## config.mk

```make
export PLATFORM = sky130hd
export DESIGN_NAME = subtractor_seq_flat
export DESIGN_NICKNAME = d
export VERILOG_FILES = /design/src/rtl/subtractor_seq_if.sv /design/src/rtl/subtractor_seq.sv /design/src/flat_wrapper.sv
export SDC_FILE = /design/constraint.sdc
export NUM_CORES = 1
export LEC_CHECK = 0
export CAP_MARGIN = 20
export CORE_MARGIN = 3
export CORE_UTILIZATION = 45
export DETAILED_ROUTE_END_ITERATION = 10
export PLACE_DENSITY = 0.68
export SLEW_MARGIN = 20
export SYNTH_ARGS = -nofsm -noshare
export SYNTH_HDL_FRONTEND = slang
export SYNTH_SLANG_ARGS = --single-unit
```

## constraint.sdc

```tcl
create_clock -name clk -period 7.7 [get_ports clk]
set_input_delay 1.155 -clock clk [delete_from_list [all_inputs] [get_ports clk]]
set_output_delay 1.155 -clock clk [all_outputs]
set_load 0.05 [all_outputs]
```

## src/rtl/subtractor_seq_if.sv

```systemverilog
// Handshake bundle for subtractor_seq: operand channel in, result channel out.
// The slave modport is the subtractor's view; master is the producer/consumer side.
interface subtractor_seq_if #(
   parameter int WIDTH = 8
);
   // Operand channel
   logic             in_valid;
   logic             in_ready;
   logic [WIDTH-1:0] din_one;
   logic [WIDTH-1:0] din_two;
   logic             bin;

   // Result channel
   logic             out_valid;
   logic             out_ready;
   logic [WIDTH-1:0] diff;
   logic             bout;
   logic             ovf;

   modport slave (
      input  in_valid,
      output in_ready,
      input  din_one,
      input  din_two,
      input  bin,
      output out_valid,
      input  out_ready,
      output diff,
      output bout,
      output ovf
   );

   modport master (
      output in_valid,
      input  in_ready,
      output din_one,
      output din_two,
      output bin,
      input  out_valid,
      output out_ready,
      input  diff,
      input  bout,
      input  ovf
   );
endinterface

```

## src/rtl/subtractor_seq.sv

```systemverilog
// Serial subtractor: computes din_one - din_two - bin two bits per clock,
// LSB slice first, behind a valid/ready handshake on both sides.
// One operation in flight; result takes WIDTH/2 cycles after acceptance.
module subtractor_seq #(
   parameter int WIDTH = 8
) (
   input  logic           clk,
   input  logic           rst_n,
   subtractor_seq_if.slave bus
);

   localparam int SLICES = WIDTH / 2;
   localparam int CW     = (SLICES > 1) ? $clog2(SLICES) : 1;
   localparam logic [CW-1:0] LAST_SLICE = CW'(SLICES - 1);

   typedef enum logic [1:0] {
      IDLE = 2'd0,
      CALC = 2'd1,
      DONE = 2'd2
   } state_t;

   state_t state;
   state_t state_next;

   // Latched operands; only written on the accept edge.
   logic [WIDTH-1:0] a_reg;
   logic [WIDTH-1:0] b_reg;
   logic             bin_reg;

   // Slice engine state.
   logic [CW-1:0]    cnt;
   logic             borrow_reg;
   logic [WIDTH-1:0] part_reg;

   // Result registers, held until the next DONE entry.
   logic [WIDTH-1:0] diff_reg;
   logic             bout_reg;
   logic             ovf_reg;

   // Combinational datapath.
   logic             accept;
   logic             consume;
   logic             last_slice;
   logic [WIDTH-1:0] a_shift;
   logic [WIDTH-1:0] b_shift;
   logic             borrow_in;
   logic [2:0]       slice_res;
   logic [WIDTH-1:0] res_full;
   logic             ovf_full;

   // Handshake flags decode straight from the registered state.
   assign bus.in_ready  = (state == IDLE);
   assign bus.out_valid = (state == DONE);

   assign accept     = bus.in_valid && (state == IDLE);
   assign consume    = (state == DONE) && bus.out_ready;
   assign last_slice = (cnt == LAST_SLICE);

   // Current slice: shift the operand so the active pair lands at [1:0].
   assign a_shift   = a_reg >> {cnt, 1'b0};
   assign b_shift   = b_reg >> {cnt, 1'b0};
   assign borrow_in = (cnt == '0) ? bin_reg : borrow_reg;

   // 3-bit subtract; bit 2 goes high exactly when the slice underflows.
   assign slice_res = {1'b0, a_shift[1:0]} - {1'b0, b_shift[1:0]} - {2'b00, borrow_in};

   // Merge the current slice into the partial result.
   always_comb begin
      // NOTE: default first so every path assigns res_full and no latch is inferred.
      res_full = part_reg;
      res_full[{cnt, 1'b0} +: 2] = slice_res[1:0];
   end

   // Signed overflow: operand signs differ and the result sign disagrees with a.
   assign ovf_full = (a_reg[WIDTH-1] != b_reg[WIDTH-1]) &&
                     (res_full[WIDTH-1] != a_reg[WIDTH-1]);

   // Next-state logic for IDLE -> CALC -> DONE -> IDLE.
   always_comb begin
      state_next = state;
      unique case (state)
         IDLE: if (accept) state_next = CALC;
         CALC: if (last_slice) state_next = DONE;
         DONE: if (consume) state_next = IDLE;
         default: state_next = IDLE;
      endcase
   end

   // State register; reset forces IDLE so in_ready rises without a clock.
   always_ff @(posedge clk or negedge rst_n) begin
      // NOTE: non-blocking assignments keep every flop sampling pre-edge values.
      if (!rst_n) state <= IDLE;
      else        state <= state_next;
   end

   // Operand capture, only on the accept edge; other cycles ignore the inputs.
   always_ff @(posedge clk or negedge rst_n) begin
      // NOTE: every datapath register is reset so an aborted operation leaves no residue.
      if (!rst_n) begin
         a_reg   <= '0;
         b_reg   <= '0;
         bin_reg <= 1'b0;
      end else if (accept) begin
         a_reg   <= bus.din_one;
         b_reg   <= bus.din_two;
         bin_reg <= bus.bin;
      end
   end

   // Slice engine: one 2-bit slice per CALC edge, counter held at the last slice.
   always_ff @(posedge clk or negedge rst_n) begin
      if (!rst_n) begin
         cnt        <= '0;
         borrow_reg <= 1'b0;
         part_reg   <= '0;
      end else if (accept) begin
         cnt        <= '0;
         borrow_reg <= 1'b0;
         part_reg   <= '0;
      end else if (state == CALC) begin
         part_reg   <= res_full;
         borrow_reg <= slice_res[2];
         if (!last_slice) cnt <= cnt + 1'b1;
      end
   end

   // Result registers load on the final slice edge and hold otherwise.
   always_ff @(posedge clk or negedge rst_n) begin
      if (!rst_n) begin
         diff_reg <= '0;
         bout_reg <= 1'b0;
         ovf_reg  <= 1'b0;
      end else if ((state == CALC) && last_slice) begin
         diff_reg <= res_full;
         bout_reg <= slice_res[2];
         ovf_reg  <= ovf_full;
      end
   end

   assign bus.diff = diff_reg;
   assign bus.bout = bout_reg;
   assign bus.ovf  = ovf_reg;

endmodule

```

## src/flat_wrapper.sv

```systemverilog
// flat-port wrapper written by rule: the top's interface ports become plain ports
module subtractor_seq_flat 
#(
   parameter int WIDTH = 8
)
  (clk, rst_n, bus_in_valid, bus_in_ready, bus_din_one, bus_din_two, bus_bin, bus_out_valid, bus_out_ready, bus_diff, bus_bout, bus_ovf);
  subtractor_seq_if #(.WIDTH(WIDTH)) bus_i ();
  input  logic clk;
  input  logic rst_n;
  input wire logic [$bits(bus_i.in_valid)-1:0] bus_in_valid;
  output wire logic [$bits(bus_i.in_ready)-1:0] bus_in_ready;
  input wire logic [$bits(bus_i.din_one)-1:0] bus_din_one;
  input wire logic [$bits(bus_i.din_two)-1:0] bus_din_two;
  input wire logic [$bits(bus_i.bin)-1:0] bus_bin;
  output wire logic [$bits(bus_i.out_valid)-1:0] bus_out_valid;
  input wire logic [$bits(bus_i.out_ready)-1:0] bus_out_ready;
  output wire logic [$bits(bus_i.diff)-1:0] bus_diff;
  output wire logic [$bits(bus_i.bout)-1:0] bus_bout;
  output wire logic [$bits(bus_i.ovf)-1:0] bus_ovf;
  assign bus_i.in_valid = bus_in_valid;
  assign bus_in_ready = bus_i.in_ready;
  assign bus_i.din_one = bus_din_one;
  assign bus_i.din_two = bus_din_two;
  assign bus_i.bin = bus_bin;
  assign bus_out_valid = bus_i.out_valid;
  assign bus_i.out_ready = bus_out_ready;
  assign bus_diff = bus_i.diff;
  assign bus_bout = bus_i.bout;
  assign bus_ovf = bus_i.ovf;
  subtractor_seq #(.WIDTH(WIDTH)) u_core (.clk(clk), .rst_n(rst_n), .bus(bus_i));
endmodule
```

Word-level counts from Yosys, hierarchy flattened --
Cells that the tools add are included.
Word-level totals: latch bits 0, output and inout port bits 12, memory bits (writable) 0, ROM bits 0, bits of input ports 21, word-level logic and storage cells 49, register bits after elaboration 40, memories 0
Cells by class: eq/ne operators 9, muxes and demuxes 13, div/mod/pow operators 0, bitwise operators 0, shifts and indexed selects 4, reductions and logical operators 9, add/sub/neg operators 4, multiply operators 0, magnitude comparators 0
Operators with widths (count):
- 2-to-1 mux 8 bit | 2
- >> shifter 8 x 3 -> 2 bit | 2
- 2-to-1 mux 2 bit | 6
- bitwise mux 8 bit | 1
- inequality test 2 x 1 -> 1 bit, second input constant | 4
- variable shift 2 x 5 -> 8 bit, first input constant | 1
- indexed part select 2 x 5 -> 8 bit | 1
- one-hot mux 2 bit (3 select lines) | 1
- negation 3 -> 5 bit | 1
- equality test 2 bit, second input constant | 2
- logical AND 1 bit | 4
- logical NOT 2 bit | 2
- 2-to-1 mux 1 bit | 3
- AND reduction 3 bit | 1
- subtractor 2 x 2 -> 3 bit | 1
- subtractor 3 x 1 -> 3 bit | 1
- adder 2 x 1 -> 2 bit, second input constant | 1
- equality test 2 x 1 -> 1 bit, second input constant | 1
- inequality test 1 bit | 2
- AND reduction 2 bit | 1
- nonzero test 2 bit | 1

Depth between registers and ports, before layout --
depth in word-level cells 7, depth in mapped cells 10

Worst setup path after synthesis --
Ideal clock, no wire load.
kind flip-flop to flip-flop, start register u_core.cnt[0], end register u_core.ovf_reg, in the netlist u_core.bus.ovf, cell stages (with the launch flop) 11, setup time 0.078 ns, buffers on the path 1, period minus slack after synthesis 3.061 ns, setup slack 4.639 ns, arrival time 2.983 ns, cell sequence dfrtp_1 > buf_6 > inv_1 > ha_1 > mux2_2 > fa_1 > fa_1 > nor4b_4 > mux2i_1 > or3_1 > a21oi_1
Between the ends: word-level cells in the longest chain between the ends 7
RTL lines:
- start, declared | RTL line subtractor_seq.sv:31 | logic [CW-1:0] cnt;
- start signal, assigned | RTL line subtractor_seq.sv:123 | if (!last_slice) cnt <= cnt + 1'b1;
- >> shifter 8 x 3 -> 2 bit (tied with other cells) | RTL line subtractor_seq.sv:60 | assign a_shift = a_reg >> {cnt, 1'b0};
- subtractor 2 x 2 -> 3 bit / 2-to-1 mux 1 bit (equally long branches) | RTL line subtractor_seq.sv:65, subtractor_seq.sv:62
- subtractor 3 x 1 -> 3 bit | RTL line subtractor_seq.sv:65 | assign slice_res = {1'b0, a_shift[1:0]} - {1'b0, b_shift[1:0]} - {2'b00, borrow_in};
- indexed part select 2 x 5 -> 8 bit | RTL line subtractor_seq.sv:71 | res_full[{cnt, 1'b0} +: 2] = slice_res[1:0];
- bitwise mux 8 bit | RTL line subtractor_seq.sv:71
- inequality test 1 bit | RTL line subtractor_seq.sv:76 | (res_full[WIDTH-1] != a_reg[WIDTH-1]);
- logical AND 1 bit | RTL line subtractor_seq.sv:75 | assign ovf_full = (a_reg[WIDTH-1] != b_reg[WIDTH-1]) &&
- end signal, assigned | RTL line subtractor_seq.sv:136 | ovf_reg <= ovf_full;
- end, declared | RTL line subtractor_seq.sv:38 | logic ovf_reg;
Parallel ways exist; a longest one is shown, timed or not. A chain may end at the register's enable or synchronous reset.

Worst setup path after layout --
Ends and elaborated chain as after synthesis.

==> impl_metrics.toml <==
[routing]
number_of_nets_still_failing_antenna_checks_after_routing = 0
total_via_count_in_the_routed_design = 1264
drt_pass1_iterations = 4
drt-total-wl_um = 3760
drt_iter0_markers = 59
wl_per_cell_um = 15.7
post-route-drc-count = 0
route.detailed.vias_per_inst = 5.29

[finish]
antenna-diode-count = 0
areaGrowthSynthToFinish_pct = 19.7
final_instance_area_um2 = 2370
drive_gt1_frac = 0.175
final_nets = 218

[timing]
worst_clock_skew_ps = 6.55
report.final.setup_viol = 0
timing_max_transition_violations_final = 0
totalNegativeSetupSlack_ps = 0
final.hold.worst_slack_ps = 482
grt_setup_unrepaired = "no"
layout_min_cycle_time_ps = 3470
relSlewSlack = 0.410
tightest_slew_ps = 884
max_freq_mhz = 288
timing_hold_violations_final = 0
post-route-period-util = 0.450

[clock_tree]
postCtsResizedCells = 0
clkSlewWorstSetupHoldPaths_ps = 70
cts-buffers-inserted = 5
cts-root-to-sink-buffers = 2
clkSinkCount = 40
cts-htree-levels = 2
hold_buffers = 0
ctsRootBufferMaster = "sky130_fd_sc_hd__clkbuf_8"
tritoncts = "yes"
post-cts-setup-buffer-count = 0
worst_skew_pair.late_latency_ps = 290

[min_path]
timing.hold.worst.class = "reg2reg"

[setup_path]
critical_path_class = "reg2reg"
worst_ep_required_time_ps = 7910
cp.arrival_ps = 3680
path_max_fanout = 13
timing.reg2reg.setup_slack_ps = 4230
end_kind = "flop"
critical_path.startpoint_type = "flop"

[yosys]
synth_seq_cells = 40
synth.avg_cell_area_um2 = 12.5
yosysWarningCount = 0
synth_ff_type = "sky130_fd_sc_hd__dfrtp_1"
synth.top_cell.area_share = 0.506
synth_nets = 187
synth_common_cells = "sky130_fd_sc_hd__dfrtp_1, sky130_fd_sc_hd__nand2_1, sky130_fd_sc_hd__mux2_4, sky130_fd_sc_hd__o21ai_0, sky130_fd_sc_hd__mux2_2"
synth_cell_types = 30
synth.area.top_cells = "sky130_fd_sc_hd__dfrtp_1, sky130_fd_sc_hd__mux2_4, sky130_fd_sc_hd__mux2_2"
number_of_enable_flip_flop_cells_after_synthesis = 0
mappedNetlistArea_um2 = 1980
synth-async-reset-ratio = 1.00
synth-seq-area-share = 0.506
synthCells = 158
synth_largest_area_cell = "sky130_fd_sc_hd__dfrtp_1"
synth_most_common_cell = "sky130_fd_sc_hd__dfrtp_1"

[floorplanning]
width_of_the_chip_um = 72.3
core_area_um2 = 4120
floorplan.die_area_um2 = 5230
height_of_the_die_um = 72.3
starting_utilization_of_the_core_area = 0.481
num_io_pins = 33
num_rows = 23

[power]
leakagePower_nw = 1.03
irDropWorstVdd_v = 0.000249
power_per_cell_area_nw_per_um2 = 459

[grt]
grt.overflow.total = 0
grt_antenna_before_repair = 0
via_count_of_the_first_global_routing_pass = 1384
grt_first_pass_wirelength_um = 6810
grt_start_max_net_pins = 41
gr-usage-all-layers = 0.171

[place]
dp_hpwl_um = 2750
postPlaceCellArea_um2 = 2290
finalWeightedCongestion = 0.844
portBuffers = 32

[flow_run]
cap_viol_max_count = 0

[run_status]
result_of_the_run = "complete, no violations"
cells by family (layout without fill, tap and decap cells):
group           count (synthesis)  after routing  synth area share
flops                          40             40             0.506
fa+ha+maj                       8              8            0.0582
simple gates                   38             38             0.103
mux                            27             27             0.193
buf+inv                        14             45            0.0443
compound gates                 31             31            0.0955
area by class of cell:
class | count | area [µm²]
multi-input cells | 104 | 890
clock buffers | 6 | 72.6
inverters | 6 | 22.5
clock inverters | 1 | 5.00
well taps | 50 | 62.6
fillers | 355 | 1750
repair buffers | 32 | 315
flip-flops and latches | 40 | 1000
through the flow:
step | utilization | total power [mW] | worst slack, ps | instances
6_report | 0.576 | 1.09 | 4230 | 239
5_1_grt | 0.576 | 1.17 | 3950 | 239
4_1_cts | 0.576 | 1.10 | 4210 | 239
3_5_place_dp | 0.557 | 0.966 | 4230 | 232
3_3_place_gp | 0.557 | 0.943 | 4440 | 232
2_1_floorplan | - | 0.831 | 4640 | 158
power by group:
group          internal, mW  switching [mW]
Combinational         0.271           0.312
Clock                0.0616          0.0679
Sequential            0.300          0.0758
placed cells by master, fill, tap and decap left out, types with 2 or more instances in the layout:
cell,Yosys,final
sky130_fd_sc_hd__clkbuf_8,0,5
sky130_fd_sc_hd__mux2_2,9,9
sky130_fd_sc_hd__o22ai_1,8,8
sky130_fd_sc_hd__mux2_4,10,10
sky130_fd_sc_hd__o21ai_0,10,10
sky130_fd_sc_hd__a22o_1,4,4
sky130_fd_sc_hd__a21oi_1,3,3
sky130_fd_sc_hd__clkdlybuf4s50_1,0,31
sky130_fd_sc_hd__nor2_1,5,5
sky130_fd_sc_hd__inv_1,6,6
sky130_fd_sc_hd__nand2_1,18,18
sky130_fd_sc_hd__a31oi_1,5,5
sky130_fd_sc_hd__ha_1,6,6
sky130_fd_sc_hd__fa_1,2,2
sky130_fd_sc_hd__dfrtp_1,40,40
sky130_fd_sc_hd__mux4_2,4,4
sky130_fd_sc_hd__nor2b_1,6,6
sky130_fd_sc_hd__mux2i_1,4,4
worst max-delay path: stages, from the launching register on:
cell	delay, ps
sky130_fd_sc_hd__dfrtp_1	670
sky130_fd_sc_hd__inv_1	210
sky130_fd_sc_hd__ha_1	350
sky130_fd_sc_hd__mux2_2	320
sky130_fd_sc_hd__fa_1	420
sky130_fd_sc_hd__fa_1	520
sky130_fd_sc_hd__nor4b_4	240
sky130_fd_sc_hd__mux2i_1	160
sky130_fd_sc_hd__or3_1	350
sky130_fd_sc_hd__a21oi_1	150
final timing paths:
kind | startpoint | to | depth (start not counted)
hold reg to reg | u_core.bus.diff[0]$_DFFE_PN0P_ | u_core.bus.diff[0]$_DFFE_PN0P_ | 2
min in group asynchronous | rst_n | u_core.bus.diff[2]$_DFFE_PN0P_ | 1
max in group asynchronous | rst_n | u_core.a_reg[7]$_DFFE_PN0P_ | 1
hold / removal | u_core.bus.diff[0]$_DFFE_PN0P_ | u_core.bus.diff[0]$_DFFE_PN0P_ | 2
setup / recovery | u_core.cnt[0]$_DFFE_PN0P_ | u_core.bus.ovf$_DFFE_PN0P_ | 9
setup reg to reg | u_core.cnt[0]$_DFFE_PN0P_ | u_core.bus.ovf$_DFFE_PN0P_ | 9
per-layer routing:
metal | vias to the layer above | global-route usage | part of all wire
met5 | - | 0 | 0
met4 | 0 | 0.0480 | 0.0024
met3 | 2 | 0.0568 | 0.042
met2 | 26 | 0.285 | 0.53
met1 | 616 | 0.211 | 0.43
li1 | 620 | - | -
Note: power is estimated with default switching activity, not from simulation.
